## src/rtl/reg_bank_pkg.sv

```systemverilog
// reg_bank_pkg: shared op and state encodings for the register bank
package reg_bank_pkg;
  typedef enum logic [1:0] {OP_NOP, OP_LOAD, OP_INC, OP_CLR} op_e;
  typedef enum logic {ST_IDLE, ST_SWEEP} state_e;
endpackage

```

## src/rtl/reg_bank_if.sv

```systemverilog
// reg_bank_if: write port, read ports and status of the register bank
interface reg_bank_if import reg_bank_pkg::*; #(
  parameter int DATA_WIDTH = 16,
  parameter int AW = 3
) ();
  op_e op;
  logic [AW-1:0] wr_addr, rd_addr_a, rd_addr_b;
  logic [DATA_WIDTH-1:0] data_in, rd_data_a, rd_data_b;
  logic clear_all, busy, ovf, dropped;
  modport master (
    output op, wr_addr, data_in, clear_all, rd_addr_a, rd_addr_b,
    input rd_data_a, rd_data_b, busy, ovf, dropped
  );
  modport slave (
    input op, wr_addr, data_in, clear_all, rd_addr_a, rd_addr_b,
    output rd_data_a, rd_data_b, busy, ovf, dropped
  );
endinterface

```

## src/rtl/reg_bank_register.sv

```systemverilog
// reg_bank_register: single load-enable storage entry
module reg_bank_register #(
  parameter int WIDTH = 16
) (
  input  logic             clk,
  input  logic             rst,
  input  logic             en,
  input  logic [WIDTH-1:0] d,
  output logic [WIDTH-1:0] q
);
  always_ff @(posedge clk or posedge rst)
    if (rst) q <= '0;
    else if (en) q <= d;
endmodule

```

## src/rtl/reg_bank.sv

```systemverilog
// reg_bank: register file with load/inc/clr port, two bypassed read ports and a clear sweep
module reg_bank import reg_bank_pkg::*; #(
  parameter int DATA_WIDTH = 16,
  parameter int NUM_REGS   = 8,
  parameter int BYPASS     = 1,
  parameter int SATURATE   = 0
) (
  input logic clk,
  input logic rst,
  reg_bank_if.slave bus
);
  localparam int AW = $clog2(NUM_REGS);
  localparam logic [AW:0] NR = (AW+1)'(NUM_REGS);
  localparam logic [AW-1:0] LAST = AW'(NUM_REGS - 1);
  localparam logic [DATA_WIDTH-1:0] ONES = '1;
  state_e state, state_nxt;
  logic [AW-1:0] idx, idx_nxt, waddr;
  logic [DATA_WIDTH-1:0] q [NUM_REGS];
  logic [DATA_WIDTH-1:0] cur, wval;
  logic wen, valid, ovf_nxt, drop_nxt, ovf_q, drop_q;
  assign valid = {1'b0, bus.wr_addr} < NR;
  assign cur = valid ? q[bus.wr_addr] : '0;
  always_comb begin
    state_nxt = state;
    idx_nxt = idx;
    wen = 1'b0;
    waddr = bus.wr_addr;
    wval = '0;
    ovf_nxt = 1'b0;
    drop_nxt = 1'b0;
    if (state == ST_SWEEP) begin
      wen = 1'b1;
      waddr = idx;
      drop_nxt = bus.op != OP_NOP;
      idx_nxt = idx == LAST ? '0 : idx + AW'(1);
      state_nxt = idx == LAST ? ST_IDLE : ST_SWEEP;
    end else begin
      wen = valid && bus.op != OP_NOP;
      drop_nxt = !valid && bus.op != OP_NOP;
      ovf_nxt = valid && bus.op == OP_INC && cur == ONES;
      wval = bus.op == OP_LOAD ? bus.data_in :
             bus.op == OP_INC  ? ((SATURATE != 0 && cur == ONES) ? cur : cur + DATA_WIDTH'(1)) : '0;
      state_nxt = bus.clear_all ? ST_SWEEP : ST_IDLE;
    end
  end
  always_ff @(posedge clk or posedge rst)
    if (rst) begin
      state <= ST_IDLE;
      idx <= '0;
      ovf_q <= 1'b0;
      drop_q <= 1'b0;
    end else begin
      state <= state_nxt;
      idx <= idx_nxt;
      ovf_q <= ovf_nxt;
      drop_q <= drop_nxt;
    end
  for (genvar i = 0; i < NUM_REGS; i++) begin : g_reg
    reg_bank_register #(.WIDTH(DATA_WIDTH)) u_reg (
      .clk(clk), .rst(rst), .en(wen && waddr == AW'(i)), .d(wval), .q(q[i])
    );
  end
  // a read of the entry being written this cycle sees its next value when bypassing
  assign bus.rd_data_a = (BYPASS != 0 && wen && bus.rd_addr_a == waddr) ? wval :
                         ({1'b0, bus.rd_addr_a} < NR ? q[bus.rd_addr_a] : '0);
  assign bus.rd_data_b = (BYPASS != 0 && wen && bus.rd_addr_b == waddr) ? wval :
                         ({1'b0, bus.rd_addr_b} < NR ? q[bus.rd_addr_b] : '0);
  assign bus.busy = state == ST_SWEEP;
  assign bus.ovf = ovf_q;
  assign bus.dropped = drop_q;
endmodule

```

## src/flat_wrapper.sv

```systemverilog
// flat-port wrapper written by rule: the top's interface ports become plain ports
module reg_bank_flat import reg_bank_pkg::*;
#(
  parameter int DATA_WIDTH = 16,
  parameter int NUM_REGS   = 8,
  parameter int BYPASS     = 1,
  parameter int SATURATE   = 0
)
  (clk, rst, bus_op, bus_wr_addr, bus_data_in, bus_clear_all, bus_rd_addr_a, bus_rd_addr_b, bus_rd_data_a, bus_rd_data_b, bus_busy, bus_ovf, bus_dropped);
  reg_bank_if #(.DATA_WIDTH(DATA_WIDTH), .AW(3)) bus_i ();
  input logic clk;
  input logic rst;
  input wire logic [$bits(bus_i.op)-1:0] bus_op;
  input wire logic [$bits(bus_i.wr_addr)-1:0] bus_wr_addr;
  input wire logic [$bits(bus_i.data_in)-1:0] bus_data_in;
  input wire logic [$bits(bus_i.clear_all)-1:0] bus_clear_all;
  input wire logic [$bits(bus_i.rd_addr_a)-1:0] bus_rd_addr_a;
  input wire logic [$bits(bus_i.rd_addr_b)-1:0] bus_rd_addr_b;
  output wire logic [$bits(bus_i.rd_data_a)-1:0] bus_rd_data_a;
  output wire logic [$bits(bus_i.rd_data_b)-1:0] bus_rd_data_b;
  output wire logic [$bits(bus_i.busy)-1:0] bus_busy;
  output wire logic [$bits(bus_i.ovf)-1:0] bus_ovf;
  output wire logic [$bits(bus_i.dropped)-1:0] bus_dropped;
  assign bus_i.op = bus_op;
  assign bus_i.wr_addr = bus_wr_addr;
  assign bus_i.data_in = bus_data_in;
  assign bus_i.clear_all = bus_clear_all;
  assign bus_i.rd_addr_a = bus_rd_addr_a;
  assign bus_i.rd_addr_b = bus_rd_addr_b;
  assign bus_rd_data_a = bus_i.rd_data_a;
  assign bus_rd_data_b = bus_i.rd_data_b;
  assign bus_busy = bus_i.busy;
  assign bus_ovf = bus_i.ovf;
  assign bus_dropped = bus_i.dropped;
  reg_bank #(.DATA_WIDTH(DATA_WIDTH), .NUM_REGS(NUM_REGS), .BYPASS(BYPASS), .SATURATE(SATURATE)) u_core (.clk(clk), .rst(rst), .bus(bus_i));
endmodule
```

## config.mk

```make
export PLATFORM = sky130hd
export DESIGN_NAME = reg_bank_flat
export DESIGN_NICKNAME = d
export VERILOG_FILES = /design/src/rtl/reg_bank_pkg.sv /design/src/rtl/reg_bank_if.sv /design/src/rtl/reg_bank_register.sv /design/src/rtl/reg_bank.sv /design/src/flat_wrapper.sv
export SDC_FILE = /design/constraint.sdc
export NUM_CORES = 1
export LEC_CHECK = 0
export BUFFER_PORTS_ARGS = -buffer_cell sky130_fd_sc_hd__clkbuf_2
export CORE_ASPECT_RATIO = 1.75
export CORE_MARGIN = 2
export CORE_UTILIZATION = 30
export CTS_BUF_LIST = sky130_fd_sc_hd__clkbuf_16
export DETAILED_ROUTE_END_ITERATION = 12
export PLACE_DENSITY_LB_ADDON = 0.08
export SLEW_MARGIN = 30
export SYNTH_ARGS = -nofsm -noshare
export SYNTH_HDL_FRONTEND = slang
export SYNTH_HIERARCHICAL = 1
export SYNTH_SLANG_ARGS = --single-unit
```

## constraint.sdc

```tcl
create_clock -name clk -period 2.8 [get_ports clk]
set_input_delay 0.14 -clock clk [delete_from_list [all_inputs] [get_ports clk]]
set_output_delay 0.14 -clock clk [all_outputs]
set_load 0.01 [all_outputs]
```

Word-level counts from Yosys, hierarchy flattened
Cells that the tools add are included.

Register bits: 134. Bits of input ports: 30. Output and inout bits: 35. Word-level logic and storage cells: 68.

$add $sub $neg: 2. $lt $le $gt $ge: 3. Eq/ne operators: 13. Muxes and demuxes: 22. Bitwise logic cells: 3. Reductions and logical operators: 13.

Operators by type and width (count): $mux W16 (11); $bmux W16 S3 (3); $add A16 B1 Y16 const B (1); $eq A16 B16 Y1 const B (1); $eq A3 B3 Y1 const B (5); $ge A4 B4 Y1 const B (3); $not A3 Y4 (3); $logic_and A1 B1 Y1 (11); $eq A3 B2 Y1 const B (2); $eq A3 B3 Y1 (2); $mux W1 (6); $mux W3 (2); $add A3 B1 Y3 const B (1); $eq A3 B1 Y1 const B (1); $logic_not A3 Y1 (1); $eq A2 B1 Y1 const B (1); $eq A2 B2 Y1 const B (1); $reduce_bool A2 Y1 (1).

Logic depth before layout (Yosys ltp)
Word-level depth: 9. Mapped depth: 10. Gate-level depth less buffers: 8.

By module
The synthesis kept the hierarchy.

By module, submodules not included: reg_bank_register (times used 8, cells each 35, area each 653.1 sq um); reg_bank (times used 1, cells each 389, area each 4456.8 sq um).

Least setup slack after synthesis
Ideal clock, no wire load.

Path type: in2reg. Start: input port bus_wr_addr[0]. End: register u_core.g_reg[0].u_reg.q[14]. Library setup time: 0.068 ns. Data arrival time: 2.630 ns. Data required time: 2.732 ns. Slack: 0.103 ns. Cell stages on the path: 10. Buffers on the path: 2. Path through: buf_6 -> buf_12 -> mux4_1 -> mux2_2 -> ha_1 -> nand4_2 -> nor2_1 -> nor4bb_2 -> o31ai_1 -> mux2_4.

Longest elaborated chain between the ends: 8.

Ends and longest elaborated chain: start, declared (RTL line flat_wrapper.sv:14) `input wire logic [$bits(bus_i.wr_addr)-1:0] bus_wr_addr;`; $not A3 Y4 (implied by the code) (RTL line reg_bank.sv:22) `assign cur = valid ? q[bus.wr_addr] : '0;`; $bmux W16 S3 (RTL line reg_bank.sv:22); $mux W16 (implied by the code) (2 in a row) (RTL line reg_bank.sv:22); $add A16 B1 Y16 (RTL line reg_bank.sv:42) `bus.op == OP_INC ? ((SATURATE != 0 && cur == ONES) ? cur : cur + DATA_WIDTH'(1)) : '0;`; $mux W16 (RTL line reg_bank.sv:42); $mux W16 (RTL line reg_bank.sv:41) `wval = bus.op == OP_LOAD ? bus.data_in :`; $mux W16 (RTL line reg_bank.sv:31) `if (state == ST_SWEEP) begin`; net u_core.wval[14] (RTL line reg_bank.sv:19) `logic [DATA_WIDTH-1:0] cur, wval;`; end signal, assigned (RTL line reg_bank_register.sv:12) `if (rst) q <= '0;`; end signal, assigned (RTL line reg_bank_register.sv:13) `else if (en) q <= d;`; end, declared (RTL line reg_bank_register.sv:9) `output logic [WIDTH-1:0] q`.

The timed path passes the listed nets, and every way through them passes these cells. The select of a mux whose other input is x is not followed. A chain may end at the register's enable or synchronous reset.

Worst setup path after layout
Start: register u_core.state (netlist: u_core/bus.busy). End: output port bus_rd_data_a[5].

Longest elaborated chain between the ends: 4.

Ends and longest elaborated chain: start, declared (RTL line reg_bank.sv:16) `state_e state, state_nxt;`; start signal, assigned (RTL line reg_bank.sv:53) `state <= state_nxt;`; $mux W3 (RTL line reg_bank.sv:31); $eq A3 B3 Y1 (RTL line reg_bank.sv:64) `assign bus.rd_data_a = (BYPASS != 0 && wen && bus.rd_addr_a == waddr) ? wval :`; $logic_and A1 B1 Y1 (RTL line reg_bank.sv:64); $mux W16 * (RTL line reg_bank.sv:64); end, declared (RTL line flat_wrapper.sv:19) `output wire logic [$bits(bus_i.rd_data_a)-1:0] bus_rd_data_a;`.

Every way passes the cells marked *; elsewhere a longest branch is shown, timed or not.

==> metrics <==
status=finished, violations left; failing checks=negative setup slack; reg-to-reg slack, setup=110 ps; Starting Density=30.3%; Core Box Area=about 32000 µm²; Clk pwr share=18.8%; LEAKAGE=5.76 nW; grt ovf=0; initial DRC count=319; layout cells sized above 1=66.6%; via count=a little over 7000; CP arrival=2760 ps; gr usage total=22.8%; reg2reg start=u_core/g_reg[7].u_reg/q[2]; largest area contributor in the netlist=dfrtp_1; Top delay family on crit path=compound AO/OA/AOI/OAI gates; top_reg_cell synth=dfrtp_1; period utilisation layout=103%; fmax=0.345 GHz; Final Setup Violations=26; DR pass1 iterations=5; Die ar.=33800 µm²; slew margin rel.=56.1%; Combinational Power Share=between 50% and 60%; Seq pwr share=26.8%; largest net degree at the start of global routing=33; Startpoint Class=register; synthesized area=9680 µm²; top sig layer=met4; Ports=65; kind of critical path=reg2out; pins over their slew limit=0; fin crit period=2900 ps; total power=13.0 mW; Worst Hold Class=in2reg; Fin Setup TNS=-1240 ps; met2 WL=20300 µm; Worst Path Buf+Inv=4; Hold Vio Cnt, Final=0; diode count=0; final net count=900; Post-synth EDFFs=0; CTS tree=built; worst skew pair latency=450 ps; slowest library cell on the worst path=dfrtp_2; post-synthesis cell type count=56; Residual DRC=0; async set or reset register ratio after synthesis=100%; R2R cell count=9; CTS sink cnt=134; total wire length=37800 µm; final-layout fill cell count=3055; max-cap viol count=0; Worst Tran Pin Value=around 650 ps; Hold Path Sink=u_core/bus.dropped; Power Density=around 1000 nW/µm²; die width=about 140 µm; unrepaired setup endpoints after global routing=yes; Peak supply drop=545 µV; worst r2r dst=u_core/g_reg[0].u_reg/q[9]; CTS H-tree depth=4; Clk pin slew, worst setup/hold paths=60 ps; dpl ws=-343 ps; DR WL met3=approximately 1400 µm; root buf cell=clkbuf_16; DP HPWL=23900 µm; synthesized area per cell=~14 µm²; PnR worst setup slack=-95.7 ps; Layout area overhead=32.9%; flops & latches, synth=about 130; height of the die=between 200 and 250 µm; hold path cells=3; Worst setup EP type=output pin; total internal power=8.11 mW; Seq/Total Area, Yosys=34.6%; RePlAce Congestion=0.817; row cnt=87; PortBufs=64; post-route clock skew=11.7 ps; CTS Buffer Depth=2; slowest stage delay, CP=450 ps; Warnings, synthesis=6; Routed WL per cell=about 30 µm; synthesized instance count=669; Synth top area share=about 35%; Synth area leaders=dfrtp_1 (35%), mux4_2 (19%), mux2_4 (12%); Avg Vias per Cell=roughly 5.5; Net Sw Power=approximately 4.9 mW; worst path required time=2660 ps; M1 wire length=between 10000 and 15000 µm; hold wc startpoint=bus_op[1]; vias in the first global route=7653; switching share of total power=between 30% and 40%; Critical Path, Cell by Cell=or2_4, o22a_1, nor2b_4, a2111oi_4, buf_4, buf_12, buf_12, nand2_1, o22a_1, clkbuf_2; initial antenna violation count=0; TritonCTS Buffers=17; first-pass GRT wire length=54400 µm; crit path max fanout=7; Antenna Nets Post-Route=0; Post-Syn Nets=about 700
synth_stat cells (2+ instances only):
cell,n
dfrtp_1,134
mux2_4,80
mux4_2,80
mux2_2,69
mux2i_1,31
nand2_1,24
clkbuf_1,19
nor2_1,17
inv_1,16
nand3_1,15
nor2b_1,15
mux4_1,14
a21oi_1,12
o21ai_0,12
buf_12,11
buf_2,11
buf_6,11
o221ai_1,11
a211oi_1,10
o31ai_1,9
xnor2_1,7
nor3_1,5
nand2b_1,4
xor2_1,4
buf_4,3
ha_1,3
o22a_1,3
a2111oi_4,2
a21oi_2,2
a22oi_1,2
a311oi_1,2
and3_1,2
and4_1,2
buf_1,2
nand4_2,2
nor3b_1,2
or2_2,2
power by group through the flow:
stage | logic (mW) | clock network [mW] | registers (mW)
CTS | 6.72 | 2.48 | 3.46
detailed placement | 5.78 | 0 | 3.50
floorplan | 3.98 | 0 | 3.21
global route | 7.41 | 2.56 | 3.57
finish | 7.06 | 2.44 | 3.48
global placement | 5.70 | 0 | 3.46
state kept, by name, summed over array words and instances, names as in the netlist:
name and cells:
u_core/bus.busy 1, u_core/bus.dropped 1, u_core/bus.ovf 1, u_core/g.u_reg/q 128
u_core/idx 3
per-layer routing:
metal  vias up  GRT usage [%]
met5         -              0
met3        65           3.64
met2       224           40.3
li1       3023              -
met4         0           10.8
met1      3739           26.8
logic make-up (layout without fill, tap and decap cells):
group / after synthesis / count (layout) / synth area share (%)
adder cells (fa/ha/maj): 3 / 3 / 0.388
XOR/XNOR: 12 / 12 / 1.16
buffers and inverters: 74 / 285 / 5.87
AO/OA/AOI/OAI: 71 / 71 / 5.63
multiplexers: 275 / 275 / 46.3
flip-flops: 134 / 134 / 34.6
AND/OR/NAND/NOR: 100 / 100 / 6.04
placed cells by master, fill, tap and decap left out, types with 13 or more instances in the layout:
cell type and n:
buf_4 134, dfrtp_1 133, mux4_2 91, mux2_4 91, mux2_2 58, clkbuf_2 43, mux2i_1 29, nand2_1 21
buf_2 18, buf_12 18, clkbuf_16 17, buf_6 16, inv_1 16, nor2b_1 13
how the worst max path moves through the flow:
stage,startpoint,endpoint,slack [ps],cells past startpoint
6_report,u_core/bus.busy,bus_rd_data_a[5],-100,10
5_1_grt,u_core/g_reg[4].u_reg/q[0],bus_rd_data_a[10],-190,9
4_1_cts,u_core/g_reg[5].u_reg/q[0],bus_rd_data_a[10],-160,9
3_5_place_dp,bus_wr_addr[0],u_core/g_reg[7].u_reg/q[13],-340,10
3_3_place_gp,bus_wr_addr[0],u_core/g_reg[3].u_reg/q[13],-300,10
2_1_floorplan,bus_wr_addr[0],u_core/g_reg[0].u_reg/q[14],100,10
cell type report:
| type | count | area, µm² | share of cell area (%) |
|---|---|---|---|
| Clock buffer | 17 | 425 | 3.31 |
| Clock inverter | 15 | 185 | 1.44 |
| Inverter | 16 | 60.1 | 0.467 |
| Multi-Input combinational cell | 461 | 6330 | 49.2 |
| Sequential cell | 134 | 3350 | 26.1 |
| Tap cell | 400 | 500 | 3.89 |
| Timing Repair Buffer | 237 | 2010 | 15.6 |
per-stage QoR:
| stage | instance area [µm²] | hold slack (ps) | util (%) | instances |
|---|---|---|---|---|
| floorplan | 9680 | -69.0 | - | 669 |
| global placement | 11100 | 208 | 34.8 | 1201 |
| detailed placement | 11100 | 228 | 34.8 | 1201 |
| CTS | 12500 | 20.9 | 39.1 | 1263 |
| global route | 12900 | 61.7 | 40.2 | 1280 |
| finish | 12900 | 28.9 | 40.2 | 1280 |
timing repair:
item	CTS	global route
hold endpoints to repair	118	0
buffers inserted	34	20
pin swaps	32	29
cloned	4	0
resized for setup	101	61
hold buffers	3	0
setup endpoints to repair	64	48
tightest hold or removal path: stages:
cell and delay [ps]:
clkbuf_2 120, nor2_1 90, nor2_1 90
No activity file was read; power rests on OpenSTA's default activity.
